## config.mk

```make
export PLATFORM = sky130hd
export DESIGN_NAME = alu_seq
export DESIGN_NICKNAME = d
export VERILOG_FILES = /design/src/rtl/alu_seq.sv
export SDC_FILE = /design/constraint.sdc
export NUM_CORES = 1
export LEC_CHECK = 0
export ABC_AREA = 1
export CAP_MARGIN = 20
export CORE_MARGIN = 5
export CORE_UTILIZATION = 47
export DETAILED_ROUTE_END_ITERATION = 16
export PLACE_DENSITY = 0.74
export SLEW_MARGIN = 20
export SYNTH_ARGS = -nofsm -noshare
export SYNTH_HDL_FRONTEND = slang
export SYNTH_SLANG_ARGS = --single-unit
```

## constraint.sdc

```tcl
create_clock -name clk -period 2 [get_ports clk]
set_clock_uncertainty 0.1 [all_clocks]
set_input_delay 0.4 -clock clk [delete_from_list [all_inputs] [get_ports clk]]
set_output_delay 0.4 -clock clk [all_outputs]
set_load 0.005 [all_outputs]
```

## src/rtl/alu_seq.sv

```systemverilog
// Multi-cycle slice-serial ALU: AND/OR/ADD over WIDTH bits, SLICE bits per clock, valid/ready on both sides.
// Optional signed set-less-than on op 11 is enabled by defining ALU_SLT_EN; otherwise op 11 is ADD.
module alu_seq #(
  parameter int unsigned WIDTH = 64,
  parameter int unsigned SLICE = 8
) (
  input  logic             clk,
  input  logic             rst_n,
  input  logic             in_valid,
  output logic             in_ready,
  input  logic [WIDTH-1:0] a,
  input  logic [WIDTH-1:0] b,
  input  logic             ainv,
  input  logic             binv,
  input  logic             cin,
  input  logic [1:0]       op,
  output logic             out_valid,
  input  logic             out_ready,
  output logic [WIDTH-1:0] result,
  output logic             cout,
  output logic             zero,
  output logic             overflow
);

  localparam int unsigned NSLICE = WIDTH / SLICE;
  localparam int unsigned KW     = (NSLICE > 1) ? $clog2(NSLICE) : 1;
  localparam int unsigned SW     = SLICE + 1;
  localparam logic [KW-1:0] KLAST = KW'(NSLICE - 1);

  generate
    if (WIDTH % SLICE != 0) begin : g_bad_slice
      $error("alu_seq: SLICE must divide WIDTH exactly");
    end
  endgenerate

  typedef enum logic [1:0] {IDLE = 2'd0, BUSY = 2'd1, DONE = 2'd2} state_t;

  state_t           state, state_nx;
  logic [WIDTH-1:0] a_r, b_r;
  logic [1:0]       op_r;
  logic             carry;
  logic             zacc;
  logic [KW-1:0]    k;

  logic             accept_c, step_c, last_c;
  logic [SLICE-1:0] a_s, b_s, sum_s, slice_v;
  logic [SLICE:0]   add_w;
  logic             c_nx, ovf_c, zacc_nx;
  logic [WIDTH-1:0] res_shift;
`ifdef ALU_SLT_EN
  logic             lt_c;
`endif

  // State register; handshake flags are registered from the next state
  always_ff @(posedge clk or negedge rst_n) begin
    if (!rst_n) begin
      state     <= IDLE;
      in_ready  <= 1'b1;
      out_valid <= 1'b0;
    end else begin
      state     <= state_nx;
      in_ready  <= (state_nx == IDLE);
      out_valid <= (state_nx == DONE);
    end
  end

  // Next-state logic
  always_comb begin
    state_nx = state;
    case (state)
      IDLE:    if (in_valid && in_ready) state_nx = BUSY;
      BUSY:    if (k == KLAST)           state_nx = DONE;
      DONE:    if (out_ready)            state_nx = IDLE;
      default:                           state_nx = IDLE;
    endcase
  end

  // Datapath control decode
  always_comb begin
    accept_c = 1'b0;
    step_c   = 1'b0;
    last_c   = 1'b0;
    case (state)
      IDLE:    accept_c = in_valid && in_ready;
      BUSY: begin
        step_c = 1'b1;
        last_c = (k == KLAST);
      end
      default: ;
    endcase
  end

  // One slice of the operation; operands shift down so the active slice is always the LSBs
  always_comb begin
    a_s     = a_r[SLICE-1:0];
    b_s     = b_r[SLICE-1:0];
    add_w   = SW'(a_s) + SW'(b_s) + SW'(carry);
    sum_s   = add_w[SLICE-1:0];
    c_nx    = add_w[SLICE];
    ovf_c   = (a_s[SLICE-1] == b_s[SLICE-1]) && (sum_s[SLICE-1] != a_s[SLICE-1]);
    case (op_r)
      2'b00:   slice_v = a_s & b_s;
      2'b01:   slice_v = a_s | b_s;
      default: slice_v = sum_s;
    endcase
    zacc_nx   = zacc & (slice_v == '0);
    res_shift = (result >> SLICE) | (WIDTH'(slice_v) << (WIDTH - SLICE));
`ifdef ALU_SLT_EN
    lt_c      = sum_s[SLICE-1] ^ ovf_c;
`endif
  end

  // Operand, carry chain and result registers
  always_ff @(posedge clk or negedge rst_n) begin
    if (!rst_n) begin
      a_r      <= '0;
      b_r      <= '0;
      op_r     <= 2'b00;
      carry    <= 1'b0;
      zacc     <= 1'b0;
      k        <= '0;
      result   <= '0;
      cout     <= 1'b0;
      zero     <= 1'b0;
      overflow <= 1'b0;
    end else if (accept_c) begin
      a_r   <= ainv ? ~a : a;
      b_r   <= binv ? ~b : b;
      op_r  <= op;
      carry <= cin;
      zacc  <= 1'b1;
      k     <= '0;
    end else if (step_c) begin
      a_r    <= a_r >> SLICE;
      b_r    <= b_r >> SLICE;
      carry  <= c_nx;
      zacc   <= zacc_nx;
      k      <= k + KW'(1);
      result <= res_shift;
      if (last_c) begin
        cout     <= c_nx;
        overflow <= ovf_c;
        zero     <= zacc_nx;
`ifdef ALU_SLT_EN
        if (op_r == 2'b11) begin
          result <= WIDTH'(lt_c);
          zero   <= ~lt_c;
        end
`endif
      end
    end
  end

endmodule

```

==> run_results.csv, run 1 <==
group,metric,value,unit
status,status,"complete, but fails checks",
status,violations,"setup timing",
setup_path,startpoint,"a_r[0]$_DFFE_PN0P_",
pwr,vdd_drop_max,0.6853,mV
synth,synth_cell_types,33,
setup_path,crit_path_top_delay_cell,"fa_2",
global_routing,track_usage,19.82,%
route,drc,0,
synth,synth-seq-area-share,48.91,%
finish,final_cells,1617,
setup_path,worstSetupPathType,"flip-flop to flip-flop",
finish,drive_gt1_share,11.00,%
setup_path,start_kind,"flip-flop",
cts,cts_buffers,23,
global_routing,grt_max_degree,68,
route,viasPerCell,5.147,
finish,final_common_cell,"nand2_1",
die,fp-row-count,54,
timing,worst_slew_pin_slew,0.5206,ns
synth,yosysWarnings,0,
setup_path,crit_top_cell,"nand2_2",
pwr,p_leak,6.556,nW
die,boundaryPins,206,
min_path,hold_class,"primary input to async pin",
setup_path,cp-end-kind,"flip-flop",
synth,synthAdderAreaFrac,2.516,%
synth,synth_fp_nets,1320,
job,cap_violations,0,
timing,setup_viol,5,
synth,synth_cells,1163,
setup_path,crit_chain,"fa_2, fa_2, nand2_2, nand2_2, nand3b_1, nand3_2, nand3_4, nand2_2, nor2_2, nand2_2, a21oi_2",
die,start_util,48.01,%
synth,synth-seq-cells,206,
timing,drv_slew,0,
finish,seq_area,5156,um^2
setup_path,critical_path.top_delay_family,"adder cells",
global_routing,grt_pass1_vias,8348,
route,wire_per_inst,16.01,um
synth,synth_xor_area_share,9.305,%
setup_path,arrival,2.51,ns
placement,io_buffers,205,
synth,syn_area_per_cell,9.065,um^2
synth,synth_top_family_by_area,"simple AND/OR/NAND/NOR gates",
global_routing,grt_pass1_wl,42.68,mm
timing,period_share,108.2,%
global_routing,grt_overflow,0,
timing,slew-limit-headroom,65.29,%
die,die_x,159.8,um
timing,fmax,462.2,MHz
synth,yosysTopAreaCellShare,48.66,%
route,drt_pass1_iterations,7,
cts,clockBufferDepth,3,
cts,path_clk_slew,0.06,ns
route,ant_nets,0,
finish,num-fill-cells,1883,
synth,synth_mux_area_share,0,%
cts,clkLatencyLatePin,0.51,ns
finish,multi_input_area,4463,um^2
timing,holdWs,0.2743,ns
timing,period_needed,2.163,ns
synth,yosysTopAreaCell,"dfrtp_1",
finish,final_nets,1478,
route,vias,8323,
setup_path,critPathBufInv,0,
synth,synth_compound_area_share,13.16,%
cts,cts_tree,"yes",
timing,rsz0062_at_grt,"true",
placement,gp_congestion,0.8500,
setup_path,cpPeakStageDelay,0.42,ns
pwr,power_density,1447,nW/um^2
synth,synth.area.top_cells,"dfrtp_1 (49%), nand2_1 (14%), xor2_1 (9.3%), a22oi_1 (8.0%), buf_4 (4.4%)",
die,dieArea,25530,um^2
timing,hold_viol_final,0,
synth,synth_area,10540,um^2
synth,synth-simple-area-share,16.76,%
cts,cts_sinks,206,
finish,area.growth.synth_to_final,29.03,%
setup_path,required,2.34,ns
die,die_h,159.8,um
route,wl,25.89,mm
die,core,21960,um^2
finish,final_cell_mix,"nand2_1 (372), dfrtp_1 (205), clkdlybuf4s50_1 (201), xor2_1 (112), a22oi_1 (112)",
setup_path,critPathMaxFanout,3,
placement,dp_cells,1571,
cts,cts-root-buf,"clkbuf_16",
cts,htreeDepth,1,
setup_path,r2r_start,"a_r[0]$_DFFE_PN0P_",
placement,place_hpwl,18.35,mm
global_routing,antenna_found_initial,3,
timing,worst_slack,-0.1635,ns
route,drtIter0Drc,619,
power breakdown:
part / internal, mW / switching, mW / total (mW)
registers: 5.82 / 1.04 / 6.87
clock network: 2.68 / 1.67 / 4.35
logic: 3.84 / 4.63 / 8.47
total: 12.3 / 7.35 / 19.7
sequential cells by signal (all words and copies together) (netlist names):
| register | cells |
|---|---|
| result | 64 |
| zero | 1 |
| zacc | 1 |
| k | 3 |
| out_valid | 1 |
| a_r | 64 |
| carry | 1 |
| overflow | 1 |
| b_r | 64 |
| cout | 1 |
| state | 2 |
| op_r | 2 |
| in_ready | 1 |
Yosys cell counts, drive strengths merged:
cell type,count
nand2,383
inv,57
nand4,2
dfrtp,205
fa,2
a21oi,5
clkbuf,25
o22ai,3
a32o,17
a31oi,4
o21ai,52
buf,102
or2,16
nand3b,2
nand3,17
nor2,23
ha,18
o31ai,2
xor2,112
o211ai,1
a22o,2
dfstp,1
a22oi,112
worst reg2reg max path, stage by stage, from the launching register on:
cell,delay (ns)
dfrtp_1,0.40
fa_2,0.42
fa_2,0.38
nand2_2,0.09
nand2_2,0.06
nand3b_1,0.12
nand3_2,0.10
nand3_4,0.10
nand2_2,0.05
nor2_2,0.11
nand2_2,0.07
a21oi_2,0.10
kinds of logic after synthesis:
| logic type | count (synthesis) |
|---|---|
| flops | 206 |
| buf+inv | 184 |
| xor+xnor | 112 |
| fa+ha+maj | 20 |
| compound gates | 198 |
| simple gates | 443 |
path summary, 6_finish.rpt:
kind                       slack [ns]  depth (start not counted)                endpoint
max reg2reg                     -0.16                         11        zacc$_DFFE_PN0P_
max                             -0.16                         11        zacc$_DFFE_PN0P_
max in group asynchronous        0.90                          3     a_r[62]$_DFFE_PN0P_
min in group clk                 0.35                          3     a_r[63]$_DFFE_PN0P_
min reg2reg                      0.37                          2   result[7]$_DFFE_PN0P_
min                              0.27                          2  result[36]$_DFFE_PN0P_
through the flow:
step                cell area, um^2  power (mW)  worst slack, ns  TNS (ns)  util [%]
floorplan                     10550       12.28         -0.04091  -0.07722         -
global placement              12720       14.98          -0.1889    -3.453     57.91
detailed placement            12720       15.22          -0.1849    -4.689     57.91
CTS                           13540       19.75          -0.1795   -0.6016     61.66
global route                  13600       21.17          -0.3048    -1.335     61.94
finish                        13600       19.68          -0.1635   -0.7234     61.95
layer usage:
metal	track usage (%)	share of wire, %	wire, um	up-vias
met5	0	0.13	34	-
met1	27.39	44	11420	3987
li1	-	-	-	4074
met3	4.124	5.9	1519	32
met2	32.78	49	12580	224
met4	3.872	1.3	346	6
area by class of cell:
type,count,area share (%)
sequential,206,37.90
multi-input combinational,773,32.81
timing repair buffer,260,19.34
clock buffer,31,4.820
tap,280,2.575
inverter,57,1.591
clock inverter,9,0.9382
antenna,1,0.01840
repair_timing:
| action | 4_1_cts | 5_1_grt |
|---|---|---|
| endpoints found under the hold margin | 31 | 0 |
| hold buffers | 1 | 0 |
| gates resized for setup | 10 | 12 |
| setup buffers | 1 | 4 |
| setup endpoints to repair | 6 | 9 |
| pin swaps | 3 | 1 |
Power figures use the tool's default switching activity.
==> run 2: changes to the inputs <==
--- a/config.mk
+++ b/config.mk
@@ -9,7 +9,8 @@
 export CAP_MARGIN = 20
 export CORE_MARGIN = 5
-export CORE_UTILIZATION = 47
+export CORE_UTILIZATION = 51
 export DETAILED_ROUTE_END_ITERATION = 16
-export PLACE_DENSITY = 0.74
+export DONT_BUFFER_PORTS = 1
+export PLACE_DENSITY = 0.67
 export SLEW_MARGIN = 20
 export SYNTH_ARGS = -nofsm -noshare
==> constraint.sdc (replaced) <==
create_clock -name clk -period 2 [get_ports clk]
set_clock_uncertainty 0.1 [all_clocks]
set_input_delay 0.4 -clock clk [delete_from_list [all_inputs] [get_ports clk]]
set_output_delay 0.4 -clock clk [all_outputs]
set_load 0.02 [all_outputs]
==> run 2 against run 1 <==
Effect of this change: the run ends with hold timing, setup timing left; sequential cell count did not move; non-clock buffer count fell by 236; clock power barely moved; sequential power rose by 11%; utilization fell by 6.6 points; maximum frequency fell by 1.9%; wire length fell by 7.2%; register-to-register slack got worse by 0.04 ns; critical path depth did not move; global-route usage rose by 0.28 points; cell count fell by 15%; combinational power fell by 23%; largest cell class unchanged; largest power group is now registers.
==> run_results.csv, run 2 (synthesis gave the netlist of run 1 again) <==
group,metric,value,unit
status,status,"complete, but fails checks",
status,violations,"hold timing, setup timing",
pwr,power_density,1648,nW/um^2
setup_path,worstSetupPathType,"flip-flop to flip-flop",
cts,clkLatencyLatePin,0.50,ns
route,vias,7351,
global_routing,grtUsageMet1,27.70,%
cts,cts_buffers,23,
die,fp-row-count,52,
die,dieArea,23650,um^2
route,drt_pass1_iterations,5,
die,die_x,153.8,um
die,core,20300,um^2
finish,final_area,11240,um^2
finish,area.growth.synth_to_final,6.623,%
timing,hold_viol_final,206,
finish,fin_util,55.37,%
min_path,hold_class,"primary input to async pin",
route,wl,24.02,mm
timing,period_needed,2.205,ns
pwr,vdd_drop_max,0.7524,mV
timing,holdWs,-0.4988,ns
placement,place_hpwl,16.00,mm
timing,slew-limit-headroom,57.83,%
route,wire_per_inst,17.56,um
finish,antennaDiodeCount,0,
global_routing,grt_pass1_wl,39.78,mm
finish,final_cell_mix,"nand2_1 (377), dfrtp_1 (205), xor2_1 (112), a22oi_1 (112), inv_1 (48)",
timing,worst_slew_pin_slew,0.6325,ns
setup_path,critical_path.top_delay_family,"adder cells",
timing,period_share,110.2,%
placement,dp_cells,1325,
pwr,p_leak,5.593,nW
timing,worst_slack,-0.2045,ns
die,start_util,51.94,%
timing,fmax,453.6,MHz
cts,ctsHoldBuffers,4,
global_routing,grt_overflow,0,
finish,num-fill-cells,1854,
finish,final_common_cell,"nand2_1",
job,cap_violations,0,
setup_path,crit_chain,"fa_2, fa_2, nor2_1, nor2_1, nor2_1, nand3_1, nor2_1, nand2_1, nor2_2, nand2_2, a21oi_2",
global_routing,track_usage,20.10,%
finish,top_regs,"a_r x64, b_r x64, result x64",
route,drc,0,
placement,gp_congestion,0.8996,
timing,drv_slew,0,
cts,cts-root-buf,"clkbuf_16",
setup_path,crit_top_cell,"nor2_1",
setup_path,cp-end-kind,"flip-flop",
pwr,fin_total_pwr,18.53,mW
setup_path,arrival,2.54,ns
global_routing,antenna_found_initial,0,
setup_path,critPathMaxFanout,3,
global_routing,use_met2,30.42,%
timing,rsz0062_at_grt,"true",
route,viasPerCell,5.374,
die,die_h,153.8,um
setup_path,critPathBufInv,0,
placement,dpl_cell_area,10370,um^2
route,ant_nets,0,
setup_path,cpPeakStageDelay,0.42,ns
global_routing,gr-max-usage-layer,"met2",
setup_path,reg2reg_slack,-0.20,ns
setup_path,start_kind,"flip-flop",
finish,multi_input_area,4447,um^2
cts,cts_sinks,206,
setup_path,ff2ff_path_depth,11,
finish,final_nets,1242,
die,boundaryPins,206,
timing,finalSetupTns,-0.6829,ns
setup_path,startpoint,"carry$_DFFE_PN0P_",
cts,cts_tree,"yes",
setup_path,rr_endpoint,"zacc$_DFFE_PN0P_",
placement,io_buffers,0,
setup_path,r2r_start,"carry$_DFFE_PN0P_",
global_routing,grt_util_met3,7.785,%
finish,final_cells,1368,
global_routing,grt_max_degree,207,
route,drtIter0Drc,513,
finish,seq_area,5156,um^2
placement,dp_slack,-0.1565,ns
cts,htreeDepth,1,
cts,clockBufferDepth,3,
global_routing,grt_pass1_vias,7448,
setup_path,crit_path_top_delay_cell,"fa_2",
finish,drive_gt1_share,9.654,%
cts,path_clk_slew,0.06,ns
timing,setup_viol,5,
setup_path,required,2.34,ns
==> run 2: power by group <==
part	switching [mW]	total (mW)	internal, mW
registers	1.84	7.65	5.81
logic	4.04	6.51	2.47
clock network	1.67	4.37	2.70
==> run 2: cell type report <==
cell class / count / area share (%)
timing repair buffer: 24 / 2.694
clock inverter: 8 / 1.057
inverter: 57 / 1.926
multi-input combinational: 773 / 39.56
clock buffer: 30 / 5.888
tap: 270 / 3.005
sequential: 206 / 45.87
==> run 2: repair_timing <==
action	4_1_cts	5_1_grt
hold endpoints to repair	212	206
pin swaps	2	6
resized for setup	3	12
gates cloned	0	0
setup buffers	0	1
setup endpoints to repair	4	6
==> run 2: how the worst max path moves through the flow <==
stage	slack, ns	endpoint	cells past startpoint
2_1_floorplan	-0.04	zacc$_DFFE_PN0P_	11
3_3_place_gp	-0.17	zacc$_DFFE_PN0P_	11
3_5_place_dp	-0.16	zacc$_DFFE_PN0P_	11
4_1_cts	-0.15	zacc$_DFFE_PN0P_	11
5_1_grt	-0.36	zacc$_DFFE_PN0P_	11
6_report	-0.20	zacc$_DFFE_PN0P_	11
==> run 2: layer usage <==
layer	vias up	share of wire, %	routed length (um)
met1	3508	43	10290
met4	0	1.6	376
met3	27	10	2468
met5	-	0	0
met2	235	45	10890
li1	3581	-	-
==> run 2: worst register-to-register path, cell delays in order, from the launching register on <==
cell	delay, ns
dfrtp_1	0.41
fa_2	0.42
fa_2	0.40
nor2_1	0.10
nor2_1	0.06
nor2_1	0.13
nand3_1	0.08
nor2_1	0.09
nand2_1	0.07
nor2_2	0.09
nand2_2	0.07
a21oi_2	0.11
==> run 3: changes to the inputs <==
Settings changed: ABC_AREA 1 to default, CORE_UTILIZATION 51 to 47, DONT_BUFFER_PORTS 1 to default, PLACE_DENSITY 0.67 to 0.75, SLEW_MARGIN 20 to 30.
==> run 3 against run 2 <==
Effect of this change: global-route usage down 0.11 points; utilization up 7.4 points; sequential share of layout area is 8.1 points lower; largest cell class unchanged; critical path type unchanged; first-iteration DRC count is 14% lower; sequential power fell by 5.8%; the run ends with setup timing left.
==> run_results.csv, run 3 <==
group,metric,value,unit
timing,worst_slew_pin_slew,0.4978,ns
pwr,power_density,1512,nW/um^2
placement,gp_congestion,0.9203,
cts,cts_tree,"yes",
timing,period_needed,2.492,ns
die,start_util,47.54,%
pwr,p_leak,6.436,nW
cts,path_clk_slew,0.06,ns
synth,synth_fp_nets,1203,
global_routing,grt_max_degree,79,
min_path,hold_class,"primary input to async pin",
setup_path,crit_chain,"fa_2, buf_4, a211oi_4, nor3_2, or4_4, a31oi_4, nand4_1, a21oi_1",
status,status,"complete, but fails checks",
timing,rsz0062_at_grt,"true",
timing,period_share,124.6,%
setup_path,worstSetupPathType,"flip-flop to flip-flop",
synth,yosysMostFrequentCell,"dfrtp_1",
setup_path,reg2reg_slack,-0.49,ns
synth,yosysWarnings,0,
synth,synth.area.top_cells,"dfrtp_1 (50%), xnor2_1 (11%), a221o_1 (11%), nand2_1 (7.0%), nor2_1 (4.5%)",
synth,synth-seq-area-share,49.85,%
global_routing,grt_overflow,0,
synth,synth-seq-cells,206,
global_routing,grt_pass1_vias,8024,
synth,ys.flop_type,"dfrtp_1",
synth,synth_cells,1046,
die,boundaryPins,206,
timing,finalSetupTns,-2.875,ns
cts,htreeDepth,1,
route,viasPerCell,5.312,
route,ant_nets,0,
finish,final_cell_mix,"dfrtp_1 (205), nand2_1 (193), clkdlybuf4s50_1 (138), xnor2_1 (129), nor2_1 (123)",
global_routing,grt_pass1_wl,40.89,mm
timing,drv_slew,0,
setup_path,arrival,2.81,ns
die,fp-row-count,54,
timing,fmax,401.2,MHz
pwr,vdd_drop_max,0.9210,mV
timing,slew-limit-headroom,66.36,%
route,vias,8090,
finish,drive_gt1_share,12.07,%
route,drt_pass1_iterations,5,
cts,cts_buffers,22,
finish,area.growth.synth_to_final,31.97,%
route,wl,25.47,mm
setup_path,crit_path_top_delay_cell,"or4_4",
cts,cts-root-buf,"clkbuf_16",
finish,antennaDiodeCount,0,
global_routing,track_usage,19.99,%
timing,hold_viol_final,0,
setup_path,required,2.32,ns
die,die_x,158.3,um
cts,cts_sinks,206,
setup_path,critical_path.top_delay_family,"simple AND/OR/NAND/NOR gates",
placement,io_buffers,205,
die,die_h,158.3,um
pwr,fin_total_pwr,20.63,mW
timing,holdWs,0.3451,ns
die,dieArea,25070,um^2
route,drtIter0Drc,439,
setup_path,cp-end-kind,"flip-flop",
cts,clkLatencyLatePin,0.51,ns
placement,dp_slack,-0.5170,ns
job,cap_violations,0,
global_routing,antenna_found_initial,2,
finish,fin_util,62.74,%
finish,final_common_cell,"dfrtp_1",
die,core,21760,um^2
synth,synth_common_cells,"dfrtp_1 (205), nand2_1 (193), xnor2_1 (129), nor2_1 (124), a221o_1 (112)",
timing,worst_slack,-0.4924,ns
route,wire_per_inst,16.73,um
synth,synth_cell_types,40,
placement,place_hpwl,18.73,mm
route,drc,0,
synth,synth_area,10340,um^2
finish,final_nets,1387,
cts,clockBufferDepth,3,
setup_path,critPathMaxFanout,3,
status,violations,"setup timing",
synth,syn_area_per_cell,9.888,um^2
synth,async_flop_share,100.0,%
finish,top_regs,"a_r x64, b_r x64, result x64",
setup_path,cpPeakStageDelay,0.50,ns
synth,yosysTopAreaCellShare,49.60,%
setup_path,start_kind,"flip-flop",
setup_path,critPathBufInv,1,
synth,yosysTopAreaCell,"dfrtp_1",
timing,setup_viol,10,
synth,synth_edf_count,0,
-- run 3: changes by cell type after synthesis, sizes merged, moves of 22 or more --
cell and delta:
a221o +112, a22oi -111, clkbuf +22, inv -38
nand2 -190, nor2 +101, xnor2 +129, xor2 -109
-- run 3: cell type report --
cell class                      instances  area (um^2)
Fill cell                            1830         8107
Sequential cell                       206         5156
Multi-Input combinational cell        688         4561
Timing Repair Buffer                  293         2819
Clock buffer                           34        655.6
Tap cell                              280        350.3
Inverter                               19        71.32
Clock inverter                          3        36.28
-- run 3: worst paths after layout --
check	from	end	cells past startpoint
min in group clk	op[0]	op_r[0]$_DFFE_PN0P_	3
worst max register to register	a_r[0]$_DFFE_PN0P_	zacc$_DFFE_PN0P_	8
worst min register to register	result[3]$_DFFE_PN0P_	result[3]$_DFFE_PN0P_	2
worst min-delay path	rst_n	result[5]$_DFFE_PN0P_	2
max in group asynchronous	rst_n	in_ready$_DFF_PN1_	3
worst max-delay path	a_r[0]$_DFFE_PN0P_	zacc$_DFFE_PN0P_	8
-- run 3: kinds of logic after synthesis --
kind of cell	share of synthesized area (%)
compound gates	14.47
xor+xnor	11.18
fa+ha+maj	2.565
buf+inv	7.839
flops	49.85
mux	0.2057
simple gates	13.89
-- run 3: per-stage QoR --
step / std cells / area [um^2]
floorplan: 1046 / 10360
global placement: 1482 / 12840
detailed placement: 1482 / 12840
CTS: 1522 / 13540
global route: 1523 / 13650
finish: 1523 / 13650
-- run 3: power by group --
group / internal (mW) / switching, mW
logic: 4.47 / 5.07
registers: 5.92 / 1.28
clock network: 2.26 / 1.62
-- run 3: what timing repair did --
item                       in CTS  in global routing
hold buffers                    1                  0
setup endpoints to repair      68                 21
hold endpoints to repair       50                  0
resized for setup              66                 23
buffers inserted                3                  2
pin swaps                      10                  7
-- run 3: per-layer routing --
metal  global-route usage, %  share of wire, %
met1                   26.86                42
met4                   5.321               2.5
met3                   4.077               7.3
met2                   33.28                48
met5                       0              0.11
